--- config.mk ---
export PLATFORM = sky130hd
export DESIGN_NAME = data_mem_access
export DESIGN_NICKNAME = d
export VERILOG_FILES = /design/src/rtl/data_mem_access_pkg.sv /design/src/rtl/data_mem_access_lsu_align.sv /design/src/rtl/data_mem_access.sv
export SDC_FILE = /design/constraint.sdc
export NUM_CORES = 1
export LEC_CHECK = 0
export CAP_MARGIN = 10
export CORE_MARGIN = 1
export CORE_UTILIZATION = 41
export CTS_CLUSTER_SIZE = 20
export DETAILED_ROUTE_END_ITERATION = 8
export PLACE_DENSITY = 0.81
export SLEW_MARGIN = 20
export SYNTH_ARGS = -nofsm -noshare
export SYNTH_HDL_FRONTEND = slang
export SYNTH_SLANG_ARGS = --single-unit
--- constraint.sdc ---
create_clock -name CLK -period 2.5 [get_ports CLK]
set_clock_uncertainty 0.2 [all_clocks]
set_input_delay 0.75 -clock CLK [delete_from_list [all_inputs] [get_ports CLK]]
set_output_delay 0.75 -clock CLK [all_outputs]
set_load 0.05 [all_outputs]
--- src/rtl/data_mem_access_pkg.sv ---
// Shared definitions for the core's data-side AXI master: FSM encodings,
// access-size codes and the constant AXI sideband values (also used by inst_fetch).
package data_mem_access_pkg;

  typedef enum logic [2:0] {
    ST_IDLE  = 3'd0,
    ST_CHECK = 3'd1,
    ST_AR    = 3'd2,
    ST_R     = 3'd3,
    ST_AWW   = 3'd4,
    ST_B     = 3'd5,
    ST_RESP  = 3'd6
  } lsu_state_e;

  localparam logic [1:0] SIZE_B = 2'd0;
  localparam logic [1:0] SIZE_H = 2'd1;
  localparam logic [1:0] SIZE_W = 2'd2;

  localparam logic [2:0] AXI_SIZE_4B   = 3'b010;
  localparam logic [1:0] AXI_BURST_INC = 2'b01;
  localparam logic [3:0] AXI_CACHE_DEF = 4'b0011;
  localparam logic [1:0] AXI_RESP_OKAY = 2'b00;

  // True when the access cannot be issued: bad size or not naturally aligned.
  function automatic logic is_bad_access(input logic [1:0] size, input logic [1:0] addr_lo);
    logic bad;
    case (size)
      SIZE_B:  bad = 1'b0;
      SIZE_H:  bad = addr_lo[0];
      SIZE_W:  bad = (addr_lo != 2'b00);
      default: bad = 1'b1;
    endcase
    return bad;
  endfunction

endpackage

--- src/rtl/data_mem_access_lsu_align.sv ---
// Lane steering for RV32I loads/stores: store data replication and byte
// strobes, plus load lane extraction with sign/zero extension. Purely combinational.
module data_mem_access_lsu_align
  import data_mem_access_pkg::*;
(
  input  logic [1:0]  size,
  input  logic [1:0]  addr_lo,
  input  logic        unsigned_ld,
  input  logic [31:0] store_data,
  output logic [31:0] store_wdata,
  output logic [3:0]  store_strb,
  input  logic [31:0] load_raw,
  output logic [31:0] load_data
);

  logic [7:0]  byte_s;
  logic [15:0] half_s;

  // Replicate the right-aligned store value across lanes and pick the strobes.
  always_comb begin
    store_wdata = 32'd0;
    store_strb  = 4'b0000;
    case (size)
      SIZE_B: begin
        store_wdata = {4{store_data[7:0]}};
        store_strb  = 4'b0001 << addr_lo;
      end
      SIZE_H: begin
        store_wdata = {2{store_data[15:0]}};
        store_strb  = 4'b0011 << {addr_lo[1], 1'b0};
      end
      SIZE_W: begin
        store_wdata = store_data;
        store_strb  = 4'b1111;
      end
      default: begin
        store_wdata = 32'd0;
        store_strb  = 4'b0000;
      end
    endcase
  end

  // Shift the addressed lane down and extend it to 32 bits.
  always_comb begin
    byte_s    = load_raw[{addr_lo, 3'b000} +: 8];
    half_s    = addr_lo[1] ? load_raw[31:16] : load_raw[15:0];
    load_data = 32'd0;
    case (size)
      SIZE_B: begin
        if (unsigned_ld) begin
          load_data = {24'd0, byte_s};
        end else begin
          load_data = {{24{byte_s[7]}}, byte_s};
        end
      end
      SIZE_H: begin
        if (unsigned_ld) begin
          load_data = {16'd0, half_s};
        end else begin
          load_data = {{16{half_s[15]}}, half_s};
        end
      end
      SIZE_W:  load_data = load_raw;
      default: load_data = 32'd0;
    endcase
  end

endmodule

--- src/rtl/data_mem_access.sv ---
// Load/store controller: takes one request at a time from execute, issues a
// single-beat AXI4 read or write, and returns a one-cycle response. Every
// output comes straight from a flop, so nothing depends combinationally on AXI inputs.
module data_mem_access
  import data_mem_access_pkg::*;
#(
  parameter int C_M_AXI_THREAD_ID_WIDTH = 1,
  parameter int C_M_AXI_ADDR_WIDTH      = 32,
  parameter int C_M_AXI_DATA_WIDTH      = 32,
  parameter int C_M_AXI_AWUSER_WIDTH    = 1,
  parameter int C_M_AXI_ARUSER_WIDTH    = 1,
  parameter int C_M_AXI_WUSER_WIDTH     = 4,
  parameter int C_M_AXI_RUSER_WIDTH     = 4,
  parameter int C_M_AXI_BUSER_WIDTH     = 1
) (
  input  logic                               CLK,
  input  logic                               RST,
  input  logic                               REQ_VALID,
  output logic                               REQ_READY,
  input  logic                               REQ_WE,
  input  logic [31:0]                        REQ_ADDR,
  input  logic [1:0]                         REQ_SIZE,
  input  logic                               REQ_UNSIGNED,
  input  logic [31:0]                        REQ_WDATA,
  output logic                               RSP_VALID,
  output logic [31:0]                        RSP_RDATA,
  output logic                               RSP_ERR,
  output logic                               BUSY,
  output logic [C_M_AXI_THREAD_ID_WIDTH-1:0] M_AXI_AWID,
  output logic [C_M_AXI_ADDR_WIDTH-1:0]      M_AXI_AWADDR,
  output logic [7:0]                         M_AXI_AWLEN,
  output logic [2:0]                         M_AXI_AWSIZE,
  output logic [1:0]                         M_AXI_AWBURST,
  output logic                               M_AXI_AWLOCK,
  output logic [3:0]                         M_AXI_AWCACHE,
  output logic [2:0]                         M_AXI_AWPROT,
  output logic [3:0]                         M_AXI_AWQOS,
  output logic [C_M_AXI_AWUSER_WIDTH-1:0]    M_AXI_AWUSER,
  output logic                               M_AXI_AWVALID,
  input  logic                               M_AXI_AWREADY,
  output logic [C_M_AXI_DATA_WIDTH-1:0]      M_AXI_WDATA,
  output logic [C_M_AXI_DATA_WIDTH/8-1:0]    M_AXI_WSTRB,
  output logic                               M_AXI_WLAST,
  output logic [C_M_AXI_WUSER_WIDTH-1:0]     M_AXI_WUSER,
  output logic                               M_AXI_WVALID,
  input  logic                               M_AXI_WREADY,
  input  logic [C_M_AXI_THREAD_ID_WIDTH-1:0] M_AXI_BID,
  input  logic [1:0]                         M_AXI_BRESP,
  input  logic [C_M_AXI_BUSER_WIDTH-1:0]     M_AXI_BUSER,
  input  logic                               M_AXI_BVALID,
  output logic                               M_AXI_BREADY,
  output logic [C_M_AXI_THREAD_ID_WIDTH-1:0] M_AXI_ARID,
  output logic [C_M_AXI_ADDR_WIDTH-1:0]      M_AXI_ARADDR,
  output logic [7:0]                         M_AXI_ARLEN,
  output logic [2:0]                         M_AXI_ARSIZE,
  output logic [1:0]                         M_AXI_ARBURST,
  output logic                               M_AXI_ARLOCK,
  output logic [3:0]                         M_AXI_ARCACHE,
  output logic [2:0]                         M_AXI_ARPROT,
  output logic [3:0]                         M_AXI_ARQOS,
  output logic [C_M_AXI_ARUSER_WIDTH-1:0]    M_AXI_ARUSER,
  output logic                               M_AXI_ARVALID,
  input  logic                               M_AXI_ARREADY,
  input  logic [C_M_AXI_THREAD_ID_WIDTH-1:0] M_AXI_RID,
  input  logic [C_M_AXI_DATA_WIDTH-1:0]      M_AXI_RDATA,
  input  logic [1:0]                         M_AXI_RRESP,
  input  logic                               M_AXI_RLAST,
  input  logic [C_M_AXI_RUSER_WIDTH-1:0]     M_AXI_RUSER,
  input  logic                               M_AXI_RVALID,
  output logic                               M_AXI_RREADY
);

  lsu_state_e  state_r, next_state_s;

  // Latched request
  logic [31:0] addr_r;
  logic [1:0]  size_r;
  logic        we_r;
  logic        uns_r;
  logic [31:0] store_data_r;

  // Registered outputs
  logic        req_ready_r, busy_r;
  logic        arvalid_r, rready_r, awvalid_r, wvalid_r, bready_r;
  logic [31:0] wdata_r;
  logic [3:0]  wstrb_r;
  logic        rsp_valid_r, rsp_err_r;
  logic [31:0] rsp_rdata_r;

  // Next-cycle values
  logic        bad_access_s, aw_done_s, w_done_s;
  logic        rsp_err_next_s;
  logic [31:0] rsp_rdata_next_s;
  logic [31:0] align_wdata_s, load_ext_s;
  logic [3:0]  align_strb_s;

  // ID/USER of responses and RLAST carry no information for single-beat, single-ID traffic.
  logic        unused_s;
  assign unused_s = ^{M_AXI_BID, M_AXI_BUSER, M_AXI_RID, M_AXI_RLAST, M_AXI_RUSER};

  data_mem_access_lsu_align u_lsu_align (
    .size        (size_r),
    .addr_lo     (addr_r[1:0]),
    .unsigned_ld (uns_r),
    .store_data  (store_data_r),
    .store_wdata (align_wdata_s),
    .store_strb  (align_strb_s),
    .load_raw    (M_AXI_RDATA[31:0]),
    .load_data   (load_ext_s)
  );

  // Next state plus the response that will be presented in the RESP cycle.
  always_comb begin
    next_state_s     = state_r;
    rsp_err_next_s   = 1'b0;
    rsp_rdata_next_s = 32'd0;
    bad_access_s     = is_bad_access(size_r, addr_r[1:0]);
    // A channel counts as done once its handshake has happened in this AWW visit.
    aw_done_s        = (state_r == ST_AWW) && (!awvalid_r || M_AXI_AWREADY);
    w_done_s         = (state_r == ST_AWW) && (!wvalid_r || M_AXI_WREADY);
    case (state_r)
      ST_IDLE: begin
        if (REQ_VALID && req_ready_r) begin
          next_state_s = ST_CHECK;
        end else begin
          next_state_s = ST_IDLE;
        end
      end
      ST_CHECK: begin
        if (bad_access_s) begin
          next_state_s   = ST_RESP;
          rsp_err_next_s = 1'b1;
        end else if (we_r) begin
          next_state_s = ST_AWW;
        end else begin
          next_state_s = ST_AR;
        end
      end
      ST_AR: begin
        if (arvalid_r && M_AXI_ARREADY) begin
          next_state_s = ST_R;
        end else begin
          next_state_s = ST_AR;
        end
      end
      ST_R: begin
        if (rready_r && M_AXI_RVALID) begin
          next_state_s = ST_RESP;
          if (M_AXI_RRESP != AXI_RESP_OKAY) begin
            rsp_err_next_s   = 1'b1;
            rsp_rdata_next_s = 32'd0;
          end else begin
            rsp_err_next_s   = 1'b0;
            rsp_rdata_next_s = load_ext_s;
          end
        end else begin
          next_state_s = ST_R;
        end
      end
      ST_AWW: begin
        if (aw_done_s && w_done_s) begin
          next_state_s = ST_B;
        end else begin
          next_state_s = ST_AWW;
        end
      end
      ST_B: begin
        if (bready_r && M_AXI_BVALID) begin
          next_state_s   = ST_RESP;
          rsp_err_next_s = (M_AXI_BRESP != AXI_RESP_OKAY);
        end else begin
          next_state_s = ST_B;
        end
      end
      ST_RESP: next_state_s = ST_IDLE;
      default: next_state_s = ST_IDLE;
    endcase
  end

  // State, request latch and all registered outputs; RST drops every handshake at once.
  always_ff @(posedge CLK) begin
    if (RST) begin
      state_r      <= ST_IDLE;
      addr_r       <= 32'd0;
      size_r       <= 2'd0;
      we_r         <= 1'b0;
      uns_r        <= 1'b0;
      store_data_r <= 32'd0;
      req_ready_r  <= 1'b1;
      busy_r       <= 1'b0;
      arvalid_r    <= 1'b0;
      rready_r     <= 1'b0;
      awvalid_r    <= 1'b0;
      wvalid_r     <= 1'b0;
      bready_r     <= 1'b0;
      wdata_r      <= 32'd0;
      wstrb_r      <= 4'b0000;
      rsp_valid_r  <= 1'b0;
      rsp_err_r    <= 1'b0;
      rsp_rdata_r  <= 32'd0;
    end else begin
      state_r <= next_state_s;
      if (state_r == ST_IDLE && REQ_VALID && req_ready_r) begin
        addr_r       <= REQ_ADDR;
        size_r       <= REQ_SIZE;
        we_r         <= REQ_WE;
        uns_r        <= REQ_UNSIGNED;
        store_data_r <= REQ_WDATA;
      end
      if (state_r == ST_CHECK) begin
        wdata_r <= align_wdata_s;
        wstrb_r <= align_strb_s;
      end
      req_ready_r <= (next_state_s == ST_IDLE);
      busy_r      <= (next_state_s != ST_IDLE);
      arvalid_r   <= (next_state_s == ST_AR);
      rready_r    <= (next_state_s == ST_R);
      awvalid_r   <= (next_state_s == ST_AWW) && !aw_done_s;
      wvalid_r    <= (next_state_s == ST_AWW) && !w_done_s;
      bready_r    <= (next_state_s == ST_B);
      rsp_valid_r <= (next_state_s == ST_RESP);
      rsp_err_r   <= rsp_err_next_s;
      rsp_rdata_r <= rsp_rdata_next_s;
    end
  end

  assign REQ_READY = req_ready_r;
  assign BUSY      = busy_r;
  assign RSP_VALID = rsp_valid_r;
  assign RSP_ERR   = rsp_err_r;
  assign RSP_RDATA = rsp_rdata_r;

  assign M_AXI_AWID    = '0;
  assign M_AXI_AWADDR  = C_M_AXI_ADDR_WIDTH'({addr_r[31:2], 2'b00});
  assign M_AXI_AWLEN   = 8'd0;
  assign M_AXI_AWSIZE  = AXI_SIZE_4B;
  assign M_AXI_AWBURST = AXI_BURST_INC;
  assign M_AXI_AWLOCK  = 1'b0;
  assign M_AXI_AWCACHE = AXI_CACHE_DEF;
  assign M_AXI_AWPROT  = 3'b000;
  assign M_AXI_AWQOS   = 4'b0000;
  assign M_AXI_AWUSER  = '0;
  assign M_AXI_AWVALID = awvalid_r;

  assign M_AXI_WDATA   = wdata_r;
  assign M_AXI_WSTRB   = wstrb_r;
  assign M_AXI_WLAST   = 1'b1;
  assign M_AXI_WUSER   = '0;
  assign M_AXI_WVALID  = wvalid_r;

  assign M_AXI_BREADY  = bready_r;

  assign M_AXI_ARID    = '0;
  assign M_AXI_ARADDR  = C_M_AXI_ADDR_WIDTH'({addr_r[31:2], 2'b00});
  assign M_AXI_ARLEN   = 8'd0;
  assign M_AXI_ARSIZE  = AXI_SIZE_4B;
  assign M_AXI_ARBURST = AXI_BURST_INC;
  assign M_AXI_ARLOCK  = 1'b0;
  assign M_AXI_ARCACHE = AXI_CACHE_DEF;
  assign M_AXI_ARPROT  = 3'b000;
  assign M_AXI_ARQOS   = 4'b0000;
  assign M_AXI_ARUSER  = '0;
  assign M_AXI_ARVALID = arvalid_r;

  assign M_AXI_RREADY  = rready_r;

endmodule

==> results of run 1 <==
==> sequential cells by signal (all words and copies together) (netlist names), 2 cells and up <==
signal and cells:
M_AXI_WDATA 32, M_AXI_WSTRB 4, store_data_r 32, addr_r 32, state_r 3, size_r 2
RSP_RDATA 32
==> power groups by stage <==
stage / combinational (mW) / clock [mW] / sequential (mW)
2_1_floorplan: 2.05 / 0 / 3.23
3_3_place_gp: 3.15 / 0 / 2.91
3_5_place_dp: 3.18 / 0 / 2.93
4_1_cts: 3.04 / 2.68 / 2.87
5_1_grt: 3.24 / 2.79 / 2.90
6_report: 3.03 / 2.64 / 2.87
==> repair_timing <==
| item | in CTS | in global routing |
|---|---|---|
| endpoints found under the setup margin | 104 | 17 |
| hold buffers | 0 | 0 |
| gates resized for setup | 104 | 17 |
| cloned | 0 | 0 |
==> path summary, 6_finish.rpt <==
path	startpoint	slack, ps	to	cells after the start
min	M_AXI_WDATA[1]	250	M_AXI_WDATA[1]	2
max	RSP_RDATA[18]	30	RSP_RDATA[18]	1
max reg2reg	state_r[1]	480	M_AXI_RREADY	6
min reg2reg	M_AXI_WDATA[1]	250	M_AXI_WDATA[1]	2
==> routing by layer <==
layer	GRT usage	vias up	part of all wire
met5	0	-	0
met3	0.0435	31	0.067
met2	0.381	269	0.50
met4	0.105	0	0.025
li1	-	2914	-
met1	0.278	2850	0.41
==> cell families after synthesis <==
logic type,Yosys count,share of synthesized area
AOI/OAI and AO/OA,181,0.169
other,2,0.00112
buffers and inverters,186,0.176
DFF,148,0.442
muxes,14,0.0245
and+or+nand+nor,291,0.187
==> final cells by class <==
class / instances / area (um^2)
Fill cell: 1482 / 6680
Inverter: 5 / 18.8
Timing Repair Buffer: 274 / 2600
Sequential cell: 148 / 2960
Clock buffer: 24 / 492
Multi-Input combinational cell: 549 / 2800
Tap cell: 216 / 270
Clock inverter: 7 / 120
==> stage by stage <==
stage                util  TNS (ps)
detailed placement  0.548     -1270
global placement    0.548      -208
CTS                 0.578         0
floorplan               -         0
finish              0.581         0
global route        0.581         0
==> synth_stat cells, drive strengths merged (2+ instances only) <==
cell type | count | area (um^2)
nand2 | 179 | 672
dfxtp | 148 | 2960
buf | 141 | 1010
a21oi | 120 | 638
clkbuf | 40 | 150
nor2 | 39 | 146
nor3 | 23 | 115
nand3 | 18 | 90.1
a211oi | 16 | 120
a22oi | 15 | 113
mux2 | 9 | 101
nand2b | 7 | 43.8
a311oi | 6 | 52.6
o21ai | 6 | 30.0
inv | 5 | 18.8
nor3b | 5 | 42.5
a221oi | 4 | 35.0
mux2i | 4 | 40.0
nand3b | 4 | 30.0
nor2b | 4 | 25.0
o211ai | 4 | 30.0
and2 | 2 | 12.5
conb | 2 | 7.51
nand4 | 2 | 12.5
nand4b | 2 | 17.5
o211a | 2 | 20.0
or3 | 2 | 12.5
==> summary.md, run 1 <==
| Metric | Value |
|---|---|
| Status | `finished clean` |
| Most used DFF post-synth | `dfxtp_1` |
| Chip width | `130 um` |
| TritonCTS Buffers | `17` |
| Seq pwr share | `0.336` |
| CTS tree | `done` |
| Max-slew headroom | `0.587` |
| Number of global-route vias before repair | `between 5000 and 6000` |
| First-pass GRT wire length | `a little under 30 mm` |
| DRC viols | `0` |
| Final hold vios | `0` |
| Max incr delay on CP | `roughly 800 ps` |
| Total die area | `roughly 17000 um^2` |
| Via/cell ratio | `approximately 5` |
| Skew-Pair Late Insertion Delay | `~420 ps` |
| DRT antenna net count | `0` |
| Hold Path Class | `flip-flop to flip-flop` |
| Crit path capture type | `output pin` |
| Fraction of layout cells with a size suffix above 1 | `0.0953` |
| Fin area | `about 9300 um^2` |
| Placer Congestion | `between 0.8 and 0.9` |
| CP arrival | `about 1500 ps` |
| PwrDens | `just over 900 nW/um^2` |
| Die H | `between 100 and 150 um` |
| Largest net degree at the start of global routing | `97` |
| Data required, critical path | `between 1500 and 2000 ps` |
| Async SR Flop Fraction | `0` |
| Cell area after synthesis | `6700 um^2` |
| Tot Pwr | `between 8 and 9 mW` |
| Postcts setup bufs | `0` |
| Leak Pwr | `approximately 4.3 nW` |
| Num Clock Sinks | `148` |
| Peak Freq | `0.405 GHz` |
| Critical path buffer and inverter count | `1` |
| Pre-CTS setup slack | `-97.5 ps` |
| Routed wire length | `a little under 20 mm` |
| Net Sw Power | `~3.3 mW` |
| Final worst slack | `28.5 ps` |
| CTS Buffer Depth | `2` |
| DRT iter0 DRCs | `roughly 480` |
| Crit Path Class | `flip-flop to output pin` |
| Final setup fails | `0` |
| Slew @ Worst Pin | `between 600 and 700 ps` |
| Post-DP Area | `between 8000 and 9000 um^2` |
| Yosys warns | `0` |
| Initial Utilization | `0.420` |
| Clock slew at reported path FFs | `~60 ps` |
| WHS | `approximately 250 ps` |
| RSZ-0062 raised after global routing | `false` |
| Area Overhead vs Synth | `38.2%` |
| Total number of vias | `~6100` |
| Mean Syn Cell Area | `8.15 um^2` |
| Placed cells | `roughly 1200` |
| Gr ovfl total | `0` |
| Period minus WS final | `between 2000 and 2500 ps` |
| Seq/Total Area, Yosys | `0.442` |
| Critical-path top delay cell | `clkdlybuf4s50_1` |
| Layout Nets | `1115` |
| Maximum fanout along the worst path | `1` |
| Clock Power Share | `0.309` |
| Post-synthesis cell type count | `46` |
| Commonest cells after routing, fill and taps aside | `nand2_1, dfxtp_1, clkdlybuf4s50_1` |
| I/O pin total | `320` |
| Pint | `between 5 and 6 mW` |
| Commonest non-fill, non-tap cell in the layout | `nand2_1` |
| Clock Root Buffer | `clkbuf_16` |
| Synth Register Bits | `~150` |
| Post-Layout Cell Count | `1223` |
| Max_cap viols | `0` |
| Avg WL per Cell | `15.8 um` |
| Port bufs | `about 250` |
| Number of synthesized flops with an enable pin | `0` |
| First-pass detailed-route iteration total | `5` |
| Critical path's top delay family | `buffers and inverters` |
| Critical-path cell list | `clkdlybuf4s50_1` |
| Initial antenna violation count | `0` |
| Core area | `15900 um^2` |
| Pins Over Slew Limit | `0` |
| Post-DP HPWL | `13.7 mm` |
| All-Layer GR Usage | `0.226` |
| Max IR drop VDD | `between 500 and 600 uV` |
| Antenna cells | `0` |
| Logic pwr share | `0.355` |
| H-tree level count | `4` |
| Critical Path Start Type | `flip-flop` |
| Final Cycle Share | `0.989` |
| Cells after Synth | `822` |
| Sw Ratio | `0.388` |
| Row count | `46` |
Note: power is estimated with default switching activity, not from simulation.
==> run 2: changes to the inputs <==
==> constraint.sdc (replaced) <==
create_clock -name CLK -period 2.7 [get_ports CLK]
set_clock_uncertainty 0.2 [all_clocks]
set_input_delay 0.81 -clock CLK [delete_from_list [all_inputs] [get_ports CLK]]
set_output_delay 0.81 -clock CLK [all_outputs]
set_load 0.05 [all_outputs]
==> run 2 against run 1 <==
Against the previous run: combinational power shrank 4%; total power down 7.6%; via count decreased by 0.89%; critical path depth is the same; cell count down 0.25%; non-clock buffer count down 4; final area rose by 0.62%; sequential power shrank 7%; first-iteration DRC count fell by 12%; critical endpoint is now M_AXI_RREADY; largest cell class unchanged.
==> summary.md, run 2 (synthesis results as in run 1) <==
| Metric | Value |
|---|---|
| Status | `finished clean` |
| Clock Root Buffer | `clkbuf_16` |
| RSZ-0062 raised after global routing | `false` |
| Slew @ Worst Pin | `between 600 and 700 ps` |
| Core area | `around 16000 um^2` |
| FF-to-FF Start | `addr_r[1]` |
| Max incr delay on CP | `just over 800 ps` |
| Commonest non-fill, non-tap cell in the layout | `clkdlybuf4s50_1` |
| CTS tree | `done` |
| CP arrival | `~1600 ps` |
| Fillers | `1449` |
| Post-DP HPWL | `approximately 14 mm` |
| H-tree level count | `4` |
| Final setup fails | `0` |
| First-pass GRT wire length | `approximately 29 mm` |
| Total Neg Setup Slack | `0 ps` |
| DRC viols | `0` |
| Via/cell ratio | `roughly 4.9` |
| Hold Path Class | `flip-flop to flip-flop` |
| I/O pin total | `320` |
| Antenna cells | `0` |
| Reg-to-reg endpoint | `RSP_RDATA[16]` |
| Initial antenna violation count | `0` |
| PwrDens | `roughly 850 nW/um^2` |
| Max-slew headroom | `0.533` |
| Reg2reg path depth | `5` |
| Post-Layout Cell Count | `roughly 1200` |
| Skew-Pair Late Insertion Delay | `between 400 and 500 ps` |
| Layout Nets | `1111` |
| Pins Over Slew Limit | `0` |
| Row count | `46` |
| Placed cells | `around 1200` |
| CTS Buffer Depth | `2` |
| Largest net degree at the start of global routing | `96` |
| Initial Utilization | `0.420` |
| Postcts setup bufs | `0` |
| Critical-path top delay cell | `clkdlybuf4s50_1` |
| Final hold vios | `0` |
| First-pass detailed-route iteration total | `7` |
| R2R Setup Slk | `560 ps` |
| Routed wire length | `19.2 mm` |
| Crit path capture type | `output pin` |
| Hold Crit Start | `M_AXI_WSTRB[1]` |
| Number of global-route vias before repair | `5431` |
| All-Layer GR Usage | `0.224` |
| DRT antenna net count | `0` |
| Clock slew at reported path FFs | `around 70 ps` |
| Critical Path Start | `M_AXI_RREADY` |
| TritonCTS Buffers | `17` |
| Total die area | `~17000 um^2` |
| Leak Pwr | `3.49 nW` |
| Critical path's top delay family | `buffers and inverters` |
| Critical-path cell list | `clkdlybuf4s50_1` |
| Crit path depth | `1` |
| Gr ovfl total | `0` |
| Critical Path Start Type | `flip-flop` |
| Max_cap viols | `0` |
| Area Overhead vs Synth | `39.1%` |
| Final Cycle Share | `0.978` |
| Critical path buffer and inverter count | `1` |
| Max IR drop VDD | `roughly 510 uV` |
| Fraction of layout cells with a size suffix above 1 | `0.0817` |
| Port bufs | `~250` |
| Period minus WS final | `between 2000 and 3000 ps` |
| Total number of vias | `approximately 6000` |
| CP Capture Point | `M_AXI_RREADY` |
| Placer Congestion | `0.826` |
| Commonest cells after routing, fill and taps aside | `clkdlybuf4s50_1, nand2_1, dfxtp_1` |
| Maximum fanout along the worst path | `3` |
| Avg WL per Cell | `around 16 um` |
| Data required, critical path | `approximately 1700 ps` |
| DRT iter0 DRCs | `419` |
| Die H | `130 um` |
| Peak Freq | `0.379 GHz` |
| Num Clock Sinks | `between 100 and 150` |
| Post-route core utilization | `0.585` |
| Crit Path Class | `flip-flop to output pin` |
| Chip width | `130 um` |
## run 2: changes by cell type in the layout (fill, tap and decap cells not counted), sizes merged
cell           before  now
clkinvlp            1    4
dlymetal6s2s       17    2
clkinv              2    5
buf                41   23
bufinv              3    1
dlygate4sd2       104    0
clkdlybuf4s50     112  245
clkbuf             24   17
inv                 6   10
## run 2: worst min-delay path: cells and delay by family, from the launching register on
| family | cells | cell delay [ps] |
|---|---|---|
| compound gates | 1 | 50 |
| flops | 1 | 310 |
| simple gates | 1 | 50 |
## run 2: what timing repair did
item / CTS / global route
endpoints found under the setup margin: 0 / 2
hold buffers: 0 / 0
resized for setup: 0 / 2
## run 2: final cells by class
type                            count  area, um^2  share of cell area
Clock inverter                     15         146              0.0157
Inverter                            5        18.8             0.00201
Sequential cell                   148        2960               0.318
Multi-Input combinational cell    549        2800               0.300
Tap cell                          216         270              0.0290
Clock buffer                       17         425              0.0456
Timing Repair Buffer              270        2700               0.290
## run 2: stage by stage
step	hold WS (ps)	power, mW	setup WS, ps	instance area, um^2
5_1_grt	274	8.26	4.54	9320
3_5_place_dp	246	5.65	62.8	8740
6_report	251	7.89	58.8	9320
3_3_place_gp	239	5.60	94.1	8740
4_1_cts	253	7.93	30.1	9320
2_1_floorplan	236	4.89	511	6930
## run 2: routing by layer
metal / global-route usage / vias to the layer above / part of all wire
li1: - / 2918 / -
met1: 0.269 / 2808 / 0.41
met2: 0.378 / 265 / 0.50
met3: 0.0660 / 19 / 0.075
met4: 0.0814 / 0 / 0.016
met5: 0 / - / 0
## run 2: worst min-delay path by stage
stage | end | slack (ps) | cells past startpoint
final | M_AXI_WSTRB[1] | 250 | 2
after global routing | store_data_r[17] | 270 | 2
after CTS | M_AXI_WSTRB[1] | 250 | 2
after detailed placement | M_AXI_WSTRB[1] | 250 | 2
after global placement | M_AXI_WDATA[2] | 240 | 2
after floorplan | store_data_r[30] | 240 | 2
## run 2: power by group
part	internal, mW	switching [mW]
registers	2.45	0.223
logic	0.974	1.95
clock network	1.29	1.01
==> run 3: changes to the inputs <==
--- a/config.mk
+++ b/config.mk
@@ -10,7 +10,8 @@
 export CORE_UTILIZATION = 41
 export CTS_CLUSTER_SIZE = 20
 export DETAILED_ROUTE_END_ITERATION = 8
-export PLACE_DENSITY = 0.81
+export GPL_ROUTABILITY_DRIVEN = 0
+export PLACE_DENSITY = 0.82
 export SLEW_MARGIN = 20
 export SYNTH_ARGS = -nofsm -noshare
 export SYNTH_HDL_FRONTEND = slang
==> run 3 against run 2 <==
Against the previous run: core utilization shrank 0.16 points; clock power about the same; routed wire length up 0.65%; sequential cell count unchanged; critical path depth is the same; count of clock-buffer cells in the layout grew 1; global-route usage shrank 0.14 points; setup slack gained 6.1 ps; final area down 0.28%; critical path type unchanged; largest cell class unchanged; largest power group unchanged.
==> summary.md, run 3 (synthesis results as in run 1) <==
| Metric | Value |
|---|---|
| Via/cell ratio | `between 4 and 5` |
| Crit path capture type | `output pin` |
| Final Cycle Share | `0.976` |
| Initial antenna violation count | `1` |
| Max-slew headroom | `0.420` |
| CTS Buffer Depth | `2` |
| Final worst slack | `64.9 ps` |
| Initial Utilization | `0.420` |
| Period minus WS final | `about 2600 ps` |
| Max layer used | `met5` |
| Fraction of layout cells with a size suffix above 1 | `0.0798` |
| Max_cap viols | `0` |
| RSZ-0062 raised after global routing | `false` |
| Total Neg Setup Slack | `0 ps` |
| Clock slew at reported path FFs | `about 70 ps` |
| Area Overhead vs Synth | `38.7%` |
| Peak Freq | `0.379 GHz` |
| H-tree level count | `4` |
| Hold Path Class | `flip-flop to flip-flop` |
| Critical path's top delay family | `buffers and inverters` |
| Critical Path Start Type | `flip-flop` |
| FF-to-FF Start | `state_r[1]` |
| Status | `finished clean` |
| Leak Pwr | `between 3 and 4 nW` |
| Reg-to-reg endpoint | `M_AXI_WDATA[0]` |
| Detail Route met2 WL | `approximately 9.6 mm` |
| CTS tree | `done` |
| Clock Root Buffer | `clkbuf_16` |
| TritonCTS Buffers | `17` |
| M1 wire length | `around 8 mm` |
| Total die area | `roughly 17000 um^2` |
| Max IR drop VDD | `between 400 and 500 uV` |
| R2R Setup Slk | `between 500 and 600 ps` |
| Largest net degree at the start of global routing | `96` |
| Core area | `around 16000 um^2` |
| Die H | `130 um` |
| Critical-path top delay cell | `clkdlybuf4s50_1` |
| Fillers | `between 1000 and 1500` |
| Placed cells | `1186` |
| Avg WL per Cell | `between 15 and 20 um` |
| Hold Crit Start | `M_AXI_WDATA[4]` |
| DRC viols | `0` |
| Final hold vios | `0` |
| Min-Delay Endpoint | `M_AXI_WDATA[4]` |
| Num Clock Sinks | `between 100 and 150` |
| CP arrival | `~1600 ps` |
| Number of global-route vias before repair | `between 5000 and 6000` |
| Data required, critical path | `between 1500 and 2000 ps` |
| Post-route core utilization | `0.583` |
| Total number of vias | `approximately 6000` |
| PwrDens | `between 800 and 900 nW/um^2` |
| DRT iter0 DRCs | `430` |
| Chip width | `130 um` |
| Commonest cells after routing, fill and taps aside | `clkdlybuf4s50_1, nand2_1, dfxtp_1` |
| DRT antenna net count | `0` |
| Final setup fails | `0` |
| Commonest non-fill, non-tap cell in the layout | `clkdlybuf4s50_1` |
| Critical path buffer and inverter count | `1` |
| First-pass detailed-route iteration total | `6` |
| Pins Over Slew Limit | `0` |
| Maximum fanout along the worst path | `4` |
| Slew @ Worst Pin | `~870 ps` |
| Antenna cells | `0` |
| Critical-path cell list | `clkdlybuf4s50_1` |
| Layout Nets | `~1100` |
| Crit Path Class | `flip-flop to output pin` |
| Gr ovfl total | `0` |
| Max incr delay on CP | `around 820 ps` |
| Hold path cells | `2` |
| Reg2reg path depth | `5` |
| All-Layer GR Usage | `0.223` |
| First-pass GRT wire length | `around 29 mm` |
| Row count | `46` |
| Port bufs | `248` |
| Routed wire length | `between 15 and 20 mm` |
| Post-Layout Cell Count | `about 1200` |
| Skew-Pair Late Insertion Delay | `about 430 ps` |
| I/O pin total | `320` |
| Routed wl met3 | `between 1 and 1.5 mm` |
| Pre-CTS setup slack | `roughly 19 ps` |
| Post-DP HPWL | `approximately 14 mm` |
## run 3: changes by cell type in the layout (fill, tap and decap cells not counted), sizes merged
cell | previous run | this run
inv | 10 | 7
bufinv | 1 | 2
buf | 23 | 21
clkinv | 5 | 9
clkinvlp | 4 | 1
clkbuf | 17 | 18
## run 3: power by group
group	internal [mW]	switching (mW)	leakage (nW)
clock network	1.38	0.940	0.290
registers	2.46	0.217	1.21
logic	0.957	1.96	2.00
total	4.79	3.11	3.49
## run 3: tightest hold or removal path: stages (launching register included)
cell and delay [ps]:
dfxtp_1 310, nand2_1 50, a21oi_1 50
## run 3: worst max-delay path by stage
| stage | startpoint | to | cells after the start |
|---|---|---|---|
| 6_report | M_AXI_BREADY | M_AXI_BREADY | 1 |
| 2_1_floorplan | M_AXI_RDATA[31] | RSP_RDATA[21] | 6 |
| 3_3_place_gp | M_AXI_RDATA[31] | RSP_RDATA[30] | 6 |
| 4_1_cts | addr_r[7] | M_AXI_ARADDR[7] | 1 |
| 5_1_grt | M_AXI_BREADY | M_AXI_BREADY | 1 |
| 3_5_place_dp | M_AXI_RDATA[31] | RSP_RDATA[18] | 6 |
## run 3: area by class of cell
cell class                 instances  area, um^2  share of cell area
tap                              216         270              0.0291
clock inverter                    14         134              0.0144
sequential                       148        2960               0.319
clock buffer                      18         439              0.0473
timing repair buffer             268        2670               0.288
inverter                           5        18.8             0.00202
multi-input combinational        549        2800               0.301
## run 3: timing repair
| item | in CTS | in global routing |
|---|---|---|
| hold buffers | 0 | 0 |
| resized for setup | 0 | 2 |
| setup endpoints to repair | 0 | 2 |
| buffers inserted | 0 | 0 |
## run 3: per-stage QoR
step | hold slack [ps] | total power [mW] | instance area [um^2]
finish | 252 | 7.90 | 9290
global route | 266 | 8.25 | 9290
CTS | 252 | 7.94 | 9290
detailed placement | 246 | 5.63 | 8720
global placement | 240 | 5.58 | 8720
floorplan | 236 | 4.89 | 6930
## run 3: layer usage
layer  GRT usage  vias up
li1            -     2911
met1       0.276     2769
met2       0.375      290
met3      0.0549       26
met4      0.0787        2
met5           0        -
